## src/rtl/wb_dual_master_arbiter_if.sv

```systemverilog
// Purpose: one point-to-point Wishbone classic link (request, write data, read data, ack).
// Latency: none, this is wiring only.
// Backpressure: the slave side stalls the master by withholding ack.
// Ports: modport master drives cyc/stb/we/sel/adr/wr_dat and samples rd_dat/ack;
//        modport slave is the mirror image.
interface wb_dual_master_arbiter_if #(
  parameter int unsigned ADDR_WIDTH = 32,
  parameter int unsigned DATA_WIDTH = 32
);
  logic                    cyc;
  logic                    stb;
  logic                    we;
  logic [DATA_WIDTH/8-1:0] sel;
  logic [ADDR_WIDTH-1:0]   adr;
  logic [DATA_WIDTH-1:0]   wr_dat;
  logic [DATA_WIDTH-1:0]   rd_dat;
  logic                    ack;

  modport master (output cyc, stb, we, sel, adr, wr_dat, input rd_dat, ack);
  modport slave  (input cyc, stb, we, sel, adr, wr_dat, output rd_dat, ack);
endinterface

```

## src/rtl/wb_dual_master_arbiter.sv

```systemverilog
// Purpose: round-robin merge of an instruction master (m0) and a data master (m1) onto one Wishbone slave.
// Latency: request seen in IDLE at cycle N gives s.stb at N+1; slave ack is forwarded in the same cycle.
// Backpressure: the losing master waits with ack low; a silent slave is cut off after TIMEOUT_CYCLES.
// Ports: clk_i/rst_i (sync, active-high); m0, m1 = slave-side links from the masters;
//        s = master-side link to the slave bus; timeout_o = one-cycle pulse on forced termination.
module wb_dual_master_arbiter #(
  parameter int unsigned           ADDR_WIDTH     = 32,
  parameter int unsigned           DATA_WIDTH     = 32,
  parameter int unsigned           TIMEOUT_CYCLES = 1024,
  parameter logic [DATA_WIDTH-1:0] TIMEOUT_DATA   = 32'hDEAD_BEEF
) (
  input  logic                            clk_i,
  input  logic                            rst_i,
  wb_dual_master_arbiter_if.slave         m0,
  wb_dual_master_arbiter_if.slave         m1,
  wb_dual_master_arbiter_if.master        s,
  output logic                            timeout_o
);
  localparam int unsigned SEL_WIDTH = DATA_WIDTH / 8;
  localparam int unsigned CNT_WIDTH = $clog2(TIMEOUT_CYCLES);
  localparam logic [CNT_WIDTH-1:0] CNT_MAX = CNT_WIDTH'(TIMEOUT_CYCLES - 1);

  typedef enum logic [1:0] {
    IDLE    = 2'd0,
    BUSY_M0 = 2'd1,
    BUSY_M1 = 2'd2
  } state_e;

  state_e                  state_q, state_d;
  logic                    last_m1_q, last_m1_d;   // 1: m1 held the most recent grant
  logic [CNT_WIDTH-1:0]    cnt_q, cnt_d;
  logic                    we_q, we_d;
  logic [SEL_WIDTH-1:0]    sel_q, sel_d;
  logic [ADDR_WIDTH-1:0]   adr_q, adr_d;
  logic [DATA_WIDTH-1:0]   dat_q, dat_d;

  logic                    m0_req, m1_req, pick_m1;
  logic                    busy, gnt_cyc, tmo_hit, fwd_ack, tmo_fire;
  logic [DATA_WIDTH-1:0]   rsp_dat;

  assign m0_req  = m0.cyc & m0.stb;
  assign m1_req  = m1.cyc & m1.stb;
  // On a tie the master that did not win last time gets the bus.
  assign pick_m1 = m1_req & (~m0_req | ~last_m1_q);

  assign busy    = (state_q == BUSY_M0) | (state_q == BUSY_M1);
  // A granted master that drops cyc aborts; nothing is forwarded to it that cycle.
  assign gnt_cyc = ((state_q == BUSY_M0) & m0.cyc) | ((state_q == BUSY_M1) & m1.cyc);
  assign tmo_hit = busy & (cnt_q == CNT_MAX);
  assign fwd_ack = gnt_cyc & s.ack;
  // A real ack on the last allowed cycle wins over the timeout.
  assign tmo_fire = gnt_cyc & ~s.ack & tmo_hit;
  assign rsp_dat  = tmo_fire ? TIMEOUT_DATA : s.rd_dat;

  // State and request registers.
  always_ff @(posedge clk_i) begin
    if (rst_i) begin
      state_q   <= IDLE;
      last_m1_q <= 1'b0;
      cnt_q     <= '0;
      we_q      <= 1'b0;
      sel_q     <= '0;
      adr_q     <= '0;
      dat_q     <= '0;
    end else begin
      state_q   <= state_d;
      last_m1_q <= last_m1_d;
      cnt_q     <= cnt_d;
      we_q      <= we_d;
      sel_q     <= sel_d;
      adr_q     <= adr_d;
      dat_q     <= dat_d;
    end
  end

  // Next state: grant in IDLE, leave BUSY on ack, abort or timeout.
  always_comb begin
    state_d   = state_q;
    last_m1_d = last_m1_q;
    cnt_d     = cnt_q;
    we_d      = we_q;
    sel_d     = sel_q;
    adr_d     = adr_q;
    dat_d     = dat_q;
    case (state_q)
      IDLE: begin
        if (m0_req | m1_req) begin
          state_d   = pick_m1 ? BUSY_M1 : BUSY_M0;
          last_m1_d = pick_m1;
          cnt_d     = '0;
          we_d      = pick_m1 ? m1.we     : m0.we;
          sel_d     = pick_m1 ? m1.sel    : m0.sel;
          adr_d     = pick_m1 ? m1.adr    : m0.adr;
          dat_d     = pick_m1 ? m1.wr_dat : m0.wr_dat;
        end
      end
      BUSY_M0, BUSY_M1: begin
        if (!gnt_cyc || s.ack || tmo_hit) begin
          state_d = IDLE;
        end else begin
          cnt_d = cnt_q + CNT_WIDTH'(1);
        end
      end
      default: state_d = IDLE;
    endcase
  end

  // Outputs: the slave sees only latched request fields; responses go to the granted master only.
  always_comb begin
    s.cyc     = 1'b0;
    s.stb     = 1'b0;
    s.we      = 1'b0;
    s.sel     = '0;
    s.adr     = '0;
    s.wr_dat  = '0;
    m0.ack    = 1'b0;
    m0.rd_dat = '0;
    m1.ack    = 1'b0;
    m1.rd_dat = '0;
    timeout_o = 1'b0;
    if (busy) begin
      s.cyc     = 1'b1;
      s.stb     = 1'b1;
      s.we      = we_q;
      s.sel     = sel_q;
      s.adr     = adr_q;
      s.wr_dat  = dat_q;
      timeout_o = tmo_fire;
    end
    if (state_q == BUSY_M0) begin
      m0.ack    = fwd_ack | tmo_fire;
      m0.rd_dat = rsp_dat;
    end
    if (state_q == BUSY_M1) begin
      m1.ack    = fwd_ack | tmo_fire;
      m1.rd_dat = rsp_dat;
    end
  end
endmodule

```

## src/flat_wrapper.sv

```systemverilog
// flat-port wrapper written by rule: the top's interface ports become plain ports
module wb_dual_master_arbiter_flat 
#(
  parameter int unsigned           ADDR_WIDTH     = 32,
  parameter int unsigned           DATA_WIDTH     = 32,
  parameter int unsigned           TIMEOUT_CYCLES = 1024,
  parameter logic [DATA_WIDTH-1:0] TIMEOUT_DATA   = 32'hDEAD_BEEF
)
  (clk_i, rst_i, timeout_o, m0_cyc, m0_stb, m0_we, m0_sel, m0_adr, m0_wr_dat, m0_rd_dat, m0_ack, m1_cyc, m1_stb, m1_we, m1_sel, m1_adr, m1_wr_dat, m1_rd_dat, m1_ack, s_cyc, s_stb, s_we, s_sel, s_adr, s_wr_dat, s_rd_dat, s_ack);
  wb_dual_master_arbiter_if #(.ADDR_WIDTH(ADDR_WIDTH), .DATA_WIDTH(DATA_WIDTH)) m0_i ();
  wb_dual_master_arbiter_if #(.ADDR_WIDTH(ADDR_WIDTH), .DATA_WIDTH(DATA_WIDTH)) m1_i ();
  wb_dual_master_arbiter_if #(.ADDR_WIDTH(ADDR_WIDTH), .DATA_WIDTH(DATA_WIDTH)) s_i ();
  input  logic clk_i;
  input  logic rst_i;
  output logic timeout_o;
  input wire logic [$bits(m0_i.cyc)-1:0] m0_cyc;
  input wire logic [$bits(m0_i.stb)-1:0] m0_stb;
  input wire logic [$bits(m0_i.we)-1:0] m0_we;
  input wire logic [$bits(m0_i.sel)-1:0] m0_sel;
  input wire logic [$bits(m0_i.adr)-1:0] m0_adr;
  input wire logic [$bits(m0_i.wr_dat)-1:0] m0_wr_dat;
  output wire logic [$bits(m0_i.rd_dat)-1:0] m0_rd_dat;
  output wire logic [$bits(m0_i.ack)-1:0] m0_ack;
  input wire logic [$bits(m1_i.cyc)-1:0] m1_cyc;
  input wire logic [$bits(m1_i.stb)-1:0] m1_stb;
  input wire logic [$bits(m1_i.we)-1:0] m1_we;
  input wire logic [$bits(m1_i.sel)-1:0] m1_sel;
  input wire logic [$bits(m1_i.adr)-1:0] m1_adr;
  input wire logic [$bits(m1_i.wr_dat)-1:0] m1_wr_dat;
  output wire logic [$bits(m1_i.rd_dat)-1:0] m1_rd_dat;
  output wire logic [$bits(m1_i.ack)-1:0] m1_ack;
  output wire logic [$bits(s_i.cyc)-1:0] s_cyc;
  output wire logic [$bits(s_i.stb)-1:0] s_stb;
  output wire logic [$bits(s_i.we)-1:0] s_we;
  output wire logic [$bits(s_i.sel)-1:0] s_sel;
  output wire logic [$bits(s_i.adr)-1:0] s_adr;
  output wire logic [$bits(s_i.wr_dat)-1:0] s_wr_dat;
  input wire logic [$bits(s_i.rd_dat)-1:0] s_rd_dat;
  input wire logic [$bits(s_i.ack)-1:0] s_ack;
  assign m0_i.cyc = m0_cyc;
  assign m0_i.stb = m0_stb;
  assign m0_i.we = m0_we;
  assign m0_i.sel = m0_sel;
  assign m0_i.adr = m0_adr;
  assign m0_i.wr_dat = m0_wr_dat;
  assign m0_rd_dat = m0_i.rd_dat;
  assign m0_ack = m0_i.ack;
  assign m1_i.cyc = m1_cyc;
  assign m1_i.stb = m1_stb;
  assign m1_i.we = m1_we;
  assign m1_i.sel = m1_sel;
  assign m1_i.adr = m1_adr;
  assign m1_i.wr_dat = m1_wr_dat;
  assign m1_rd_dat = m1_i.rd_dat;
  assign m1_ack = m1_i.ack;
  assign s_cyc = s_i.cyc;
  assign s_stb = s_i.stb;
  assign s_we = s_i.we;
  assign s_sel = s_i.sel;
  assign s_adr = s_i.adr;
  assign s_wr_dat = s_i.wr_dat;
  assign s_i.rd_dat = s_rd_dat;
  assign s_i.ack = s_ack;
  wb_dual_master_arbiter #(.ADDR_WIDTH(ADDR_WIDTH), .DATA_WIDTH(DATA_WIDTH), .TIMEOUT_CYCLES(TIMEOUT_CYCLES), .TIMEOUT_DATA(TIMEOUT_DATA)) u_core (.clk_i(clk_i), .rst_i(rst_i), .m0(m0_i), .m1(m1_i), .s(s_i), .timeout_o(timeout_o));
endmodule
```

## config.mk

```make
export PLATFORM = sky130hd
export DESIGN_NAME = wb_dual_master_arbiter_flat
export DESIGN_NICKNAME = d
export VERILOG_FILES = /design/src/rtl/wb_dual_master_arbiter_if.sv /design/src/rtl/wb_dual_master_arbiter.sv /design/src/flat_wrapper.sv
export SDC_FILE = /design/constraint.sdc
export NUM_CORES = 1
export LEC_CHECK = 0
export ABC_CLOCK_PERIOD_IN_PS = 3500
export CAP_MARGIN = 20
export CORE_AREA = 2 2 121 123
export CTS_CLUSTER_SIZE = 40
export DETAILED_ROUTE_END_ITERATION = 7
export DIE_AREA = 0 0 123 125
export DONT_BUFFER_PORTS = 1
export HOLD_SLACK_MARGIN = 0.1
export PLACE_DENSITY = 0.43
export SYNTH_ARGS = -nofsm -noshare
export SYNTH_HDL_FRONTEND = slang
export SYNTH_SLANG_ARGS = --single-unit
export TNS_END_PERCENT = 100
```

## constraint.sdc

```tcl
create_clock -name clk_i -period 3.5 [get_ports clk_i]
set_input_delay 0.7 -clock clk_i [delete_from_list [all_inputs] [get_ports clk_i]]
set_output_delay 0.7 -clock clk_i [all_outputs]
set_load 0.005 [all_outputs]
```

==> impl_results.html <==
<table>
<tr><th>Metric</th><th>Value</th></tr>
<tr><th colspan="2">Route</th></tr>
<tr><td>Met2 Routed Length</td><td>7220 um</td></tr>
<tr><td>Routed length on met1</td><td>5730 um</td></tr>
<tr><td>Vias after detailed routing</td><td>4,091</td></tr>
<tr><td>Top sig layer</td><td>met4</td></tr>
<tr><td>Total Routed Length</td><td>14,200 um</td></tr>
<tr><td>Routed wire length per instance</td><td>21.2 um</td></tr>
<tr><td>First DRT Iteration DRCs</td><td>391</td></tr>
<tr><td>Detailed-routed wire length on met3</td><td>1010 um</td></tr>
<tr><td>Via density per instance</td><td>6.12</td></tr>
<tr><td>DRC</td><td>0</td></tr>
<tr><td>Number of detailed-route iterations in the first pass</td><td>8</td></tr>
<tr><td>Remaining antenna violation count after routing</td><td>0</td></tr>
<tr><th colspan="2">Layout</th></tr>
<tr><td>Register Area</td><td>1640 sq um</td></tr>
<tr><td># nets final</td><td>661</td></tr>
<tr><td>Top library cells by usage in the layout, fill and taps aside</td><td>sky130_fd_sc_hd__dfxtp_1 (82), sky130_fd_sc_hd__nor2_1 (78), sky130_fd_sc_hd__and2_1 (69), sky130_fd_sc_hd__a222oi_1 (69), sky130_fd_sc_hd__o21a_1 (49)</td></tr>
<tr><td>Antenna Diode Count</td><td>0</td></tr>
<tr><td>Area growth from synthesis to layout</td><td>7.78%</td></tr>
<tr><td>Most common library cell in the layout ignoring fill and taps</td><td>sky130_fd_sc_hd__dfxtp_1</td></tr>
<tr><td>Number of fill cells</td><td>1,487</td></tr>
<tr><td>Proportion of layout cells with a drive suffix above 1</td><td>7.23%</td></tr>
<tr><td>Area of the multi-input gates</td><td>2570 sq um</td></tr>
<tr><th colspan="2">Clock network</th></tr>
<tr><td>Clock net sink count</td><td>82</td></tr>
<tr><td>Quantity of gates resized following cts</td><td>0</td></tr>
<tr><td>CTS Buf Count</td><td>9</td></tr>
<tr><td>H-tree levels</td><td>3</td></tr>
<tr><td>Setup Buffers After CTS</td><td>0</td></tr>
<tr><td>TritonCTS clock tree</td><td>yes</td></tr>
<tr><td>Clock Root Buffer</td><td>sky130_fd_sc_hd__clkbuf_16</td></tr>
<tr><td>Clock Latency Late Sink</td><td>0.34 ns</td></tr>
<tr><td>Clock input transition at the sequential cells of the worst setup and hold paths</td><td>0.06 ns</td></tr>
<tr><td>Clock buffer depth</td><td>2</td></tr>
<tr><td>Hold_buf cts</td><td>0</td></tr>
<tr><th colspan="2">Critical path</th></tr>
<tr><td>Data arrival at the endpoint of the critical path</td><td>2.51 ns</td></tr>
<tr><td>Worst R2R Path Depth</td><td>6</td></tr>
<tr><td>FF-to-FF End</td><td>u_core.cnt_q[3]</td></tr>
<tr><td>Critical-path maximum fanout</td><td>49</td></tr>
<tr><td>Critical Path End</td><td>m0_rd_dat[30]</td></tr>
<tr><td>Startpoint of the worst setup timing path</td><td>u_core.state_q[1]</td></tr>
<tr><td>Launching element type of the critical path</td><td>flop</td></tr>
<tr><td>FF-to-FF setup slack</td><td>1.11 ns</td></tr>
<tr><td>Category of the critical setup timing path</td><td>reg2out</td></tr>
<tr><td>Worst path required time</td><td>2.80 ns</td></tr>
<tr><td>Critical Path End Type</td><td>primary output</td></tr>
<tr><td>Reg2Reg Launch Point</td><td>u_core.state_q[0]</td></tr>
<tr><th colspan="2">Placed design</th></tr>
<tr><td># port buffers</td><td>0</td></tr>
<tr><td>Placer's final routability congestion estimate</td><td>0.782</td></tr>
<tr><td>Estimated wirelength of the detail-placed design</td><td>9900 um</td></tr>
<tr><th colspan="2">Floorplan</th></tr>
<tr><td>Vertical extent of the die</td><td>125 um</td></tr>
<tr><td>I/O Pins</td><td>315</td></tr>
<tr><td>Die width</td><td>123 um</td></tr>
<tr><td>Row cnt</td><td>44</td></tr>
<tr><td>Floorplan die area</td><td>15,400 sq um</td></tr>
<tr><td>Initial core utilization</td><td>31.8%</td></tr>
<tr><td>Floorplan core area</td><td>14,200 sq um</td></tr>
<tr><th colspan="2">Yosys</th></tr>
<tr><td>Synth Net Count</td><td>700</td></tr>
<tr><td>Seq/Total Area, Yosys</td><td>36.3%</td></tr>
<tr><td>Gate count of the mapped netlist</td><td>518</td></tr>
<tr><td>Warnings from Yosys</td><td>0</td></tr>
<tr><td>Synth async-reset ratio</td><td>0%</td></tr>
<tr><td>Count of state elements after synthesis</td><td>82</td></tr>
<tr><td>Area of the mapped netlist</td><td>4520 sq um</td></tr>
<tr><td>Number of flops mapped to enable cells by yosys</td><td>0</td></tr>
<tr><td>Primary FF master, synth</td><td>sky130_fd_sc_hd__dfxtp_1</td></tr>
<tr><td>Mean cell area of the mapped netlist</td><td>8.73 sq um</td></tr>
<tr><td>Synth cell types</td><td>47</td></tr>
<tr><th colspan="2">Power and ir drop</th></tr>
<tr><td>Static Leakage</td><td>1.80 nW</td></tr>
<tr><td>Peak supply drop</td><td>0.216 mV</td></tr>
<tr><td>Total power divided by cell area</td><td>488 nW/um^2</td></tr>
<tr><th colspan="2">STA</th></tr>
<tr><td>Number of pins with negative max-slew slack in the final report</td><td>0</td></tr>
<tr><td>Final-layout worst hold slack</td><td>0.425 ns</td></tr>
<tr><td>Setup clock skew after layout</td><td>0.0110 ns</td></tr>
<tr><td>Share of the clock period used by the worst path</td><td>91.8%</td></tr>
<tr><td>Max Fclk</td><td>311 MHz</td></tr>
<tr><td>Final hold violation count</td><td>0</td></tr>
<tr><td>Max_slew headroom</td><td>38.9%</td></tr>
<tr><td>Setup repair after global routing missed its margin</td><td>no</td></tr>
<tr><td>Least-Margin Pin Slew</td><td>0.917 ns</td></tr>
<tr><td>Min cycle time layout</td><td>3.21 ns</td></tr>
<tr><td>Final setup vio count</td><td>0</td></tr>
<tr><td>Final TNS setup</td><td>0 ns</td></tr>
<tr><th colspan="2">GRT</th></tr>
<tr><td>Total Routing Usage GR</td><td>17.2%</td></tr>
<tr><td>Maximum number of pins on one net before global-route repair</td><td>89</td></tr>
<tr><td>Vias in the first global route</td><td>3,812</td></tr>
<tr><td>Total overflow reported by the global router</td><td>0</td></tr>
<tr><td>First-pass GRT wire length</td><td>20,600 um</td></tr>
<tr><td>Number of antenna violations at the first check in global routing</td><td>0</td></tr>
<tr><th colspan="2">Worst hold path</th></tr>
<tr><td>Hold Crit Class</td><td>in2reg</td></tr>
<tr><th colspan="2">Status</th></tr>
<tr><td>Run status</td><td>finished, final reports clean</td></tr>
<tr><th colspan="2">Flow run</th></tr>
<tr><td>Max capacitance violation total</td><td>0</td></tr>
</table>
==> metal layers <==
metal / up-vias / global-route usage, %
met5: - / 0
met4: 0 / 6.02
met3: 15 / 4.33
met2: 205 / 30.5
met1: 1987 / 19.9
li1: 1884 / -
==> critical path: stages (launching register included) <==
cell and delay, ns:
sky130_fd_sc_hd__dfxtp_1 0.35, sky130_fd_sc_hd__inv_1 0.09, sky130_fd_sc_hd__ha_1 0.21, sky130_fd_sc_hd__a22oi_2 0.33
sky130_fd_sc_hd__nor2_2 0.14, sky130_fd_sc_hd__nand3_4 0.18, sky130_fd_sc_hd__clkinv_2 0.48, sky130_fd_sc_hd__o21a_1 0.40
==> logic make-up (layout without fill, tap and decap cells) <==
family | after synthesis | count (layout) | share of synthesized area [%]
compound gates | 156 | 156 | 29.5
buf+inv | 66 | 32 | 7.64
simple gates | 208 | 208 | 24.9
flops | 82 | 82 | 36.3
mux | 1 | 1 | 0.221
fa+ha+maj | 5 | 5 | 1.38
==> where the power goes <==
| group | internal [mW] | switching (mW) |
|---|---|---|
| Sequential | 0.998 | 0.0332 |
| Combinational | 0.137 | 0.213 |
| Clock | 0.624 | 0.370 |
==> state kept, by name, summed over array words and instances (netlist names) <==
register and cells:
u_core.state_q 2, u_core.sel_q 4, u_core.adr_q 32, u_core.cnt_q 10
u_core.we_q 1, u_core.last_m1_q 1, u_core.dat_q 32
==> how the worst min path moves through the flow <==
stage,from,end,slack (ns),cells after the start
final,rst_i,u_core.adr_q[19],0.42,1
after global routing,rst_i,u_core.adr_q[19],0.41,1
after CTS,rst_i,u_core.adr_q[19],0.41,1
after detailed placement,u_core.cnt_q[8],u_core.cnt_q[8],0.48,2
after global placement,u_core.cnt_q[8],u_core.cnt_q[8],0.48,2
after floorplan,u_core.cnt_q[8],u_core.cnt_q[8],0.46,2
==> metrics by stage <==
stage                     std cells  power [mW]  setup slack, ns  util, %  instance area (sq um)
after floorplan                 518        1.34             1.10        -                   4520
after global placement          652        1.40            0.725     32.1                   4560
after detailed placement        652        1.40            0.595     32.1                   4560
after CTS                       668        2.41            0.295     34.3                   4870
after global routing            668        2.49           0.0516     34.3                   4870
final                           668        2.38            0.289     34.3                   4870
==> Yosys cell counts, drive strengths merged, types with 5 or more instances <==
library cell / n / area (sq um)
nor2: 79 / 299
a222oi: 69 / 691
inv: 6 / 22.5
buf: 23 / 183
nand4: 8 / 65.1
clkbuf: 36 / 135
a31oi: 9 / 56.3
and2: 69 / 432
ha: 5 / 62.6
and3: 17 / 106
o21a: 49 / 368
nor3: 5 / 36.3
a21oi: 8 / 40.0
dfxtp: 82 / 1640
nand2: 6 / 22.5
nand3: 7 / 47.6
==> area by class of cell <==
class,instances,area share (%)
clock buffers,11,4.78
flip-flops and latches,82,33.7
repair buffers,9,1.90
clock inverters,5,1.62
inverters,7,0.565
well taps,184,4.73
multi-input cells,370,52.7
(Power assumes the default switching activity.)
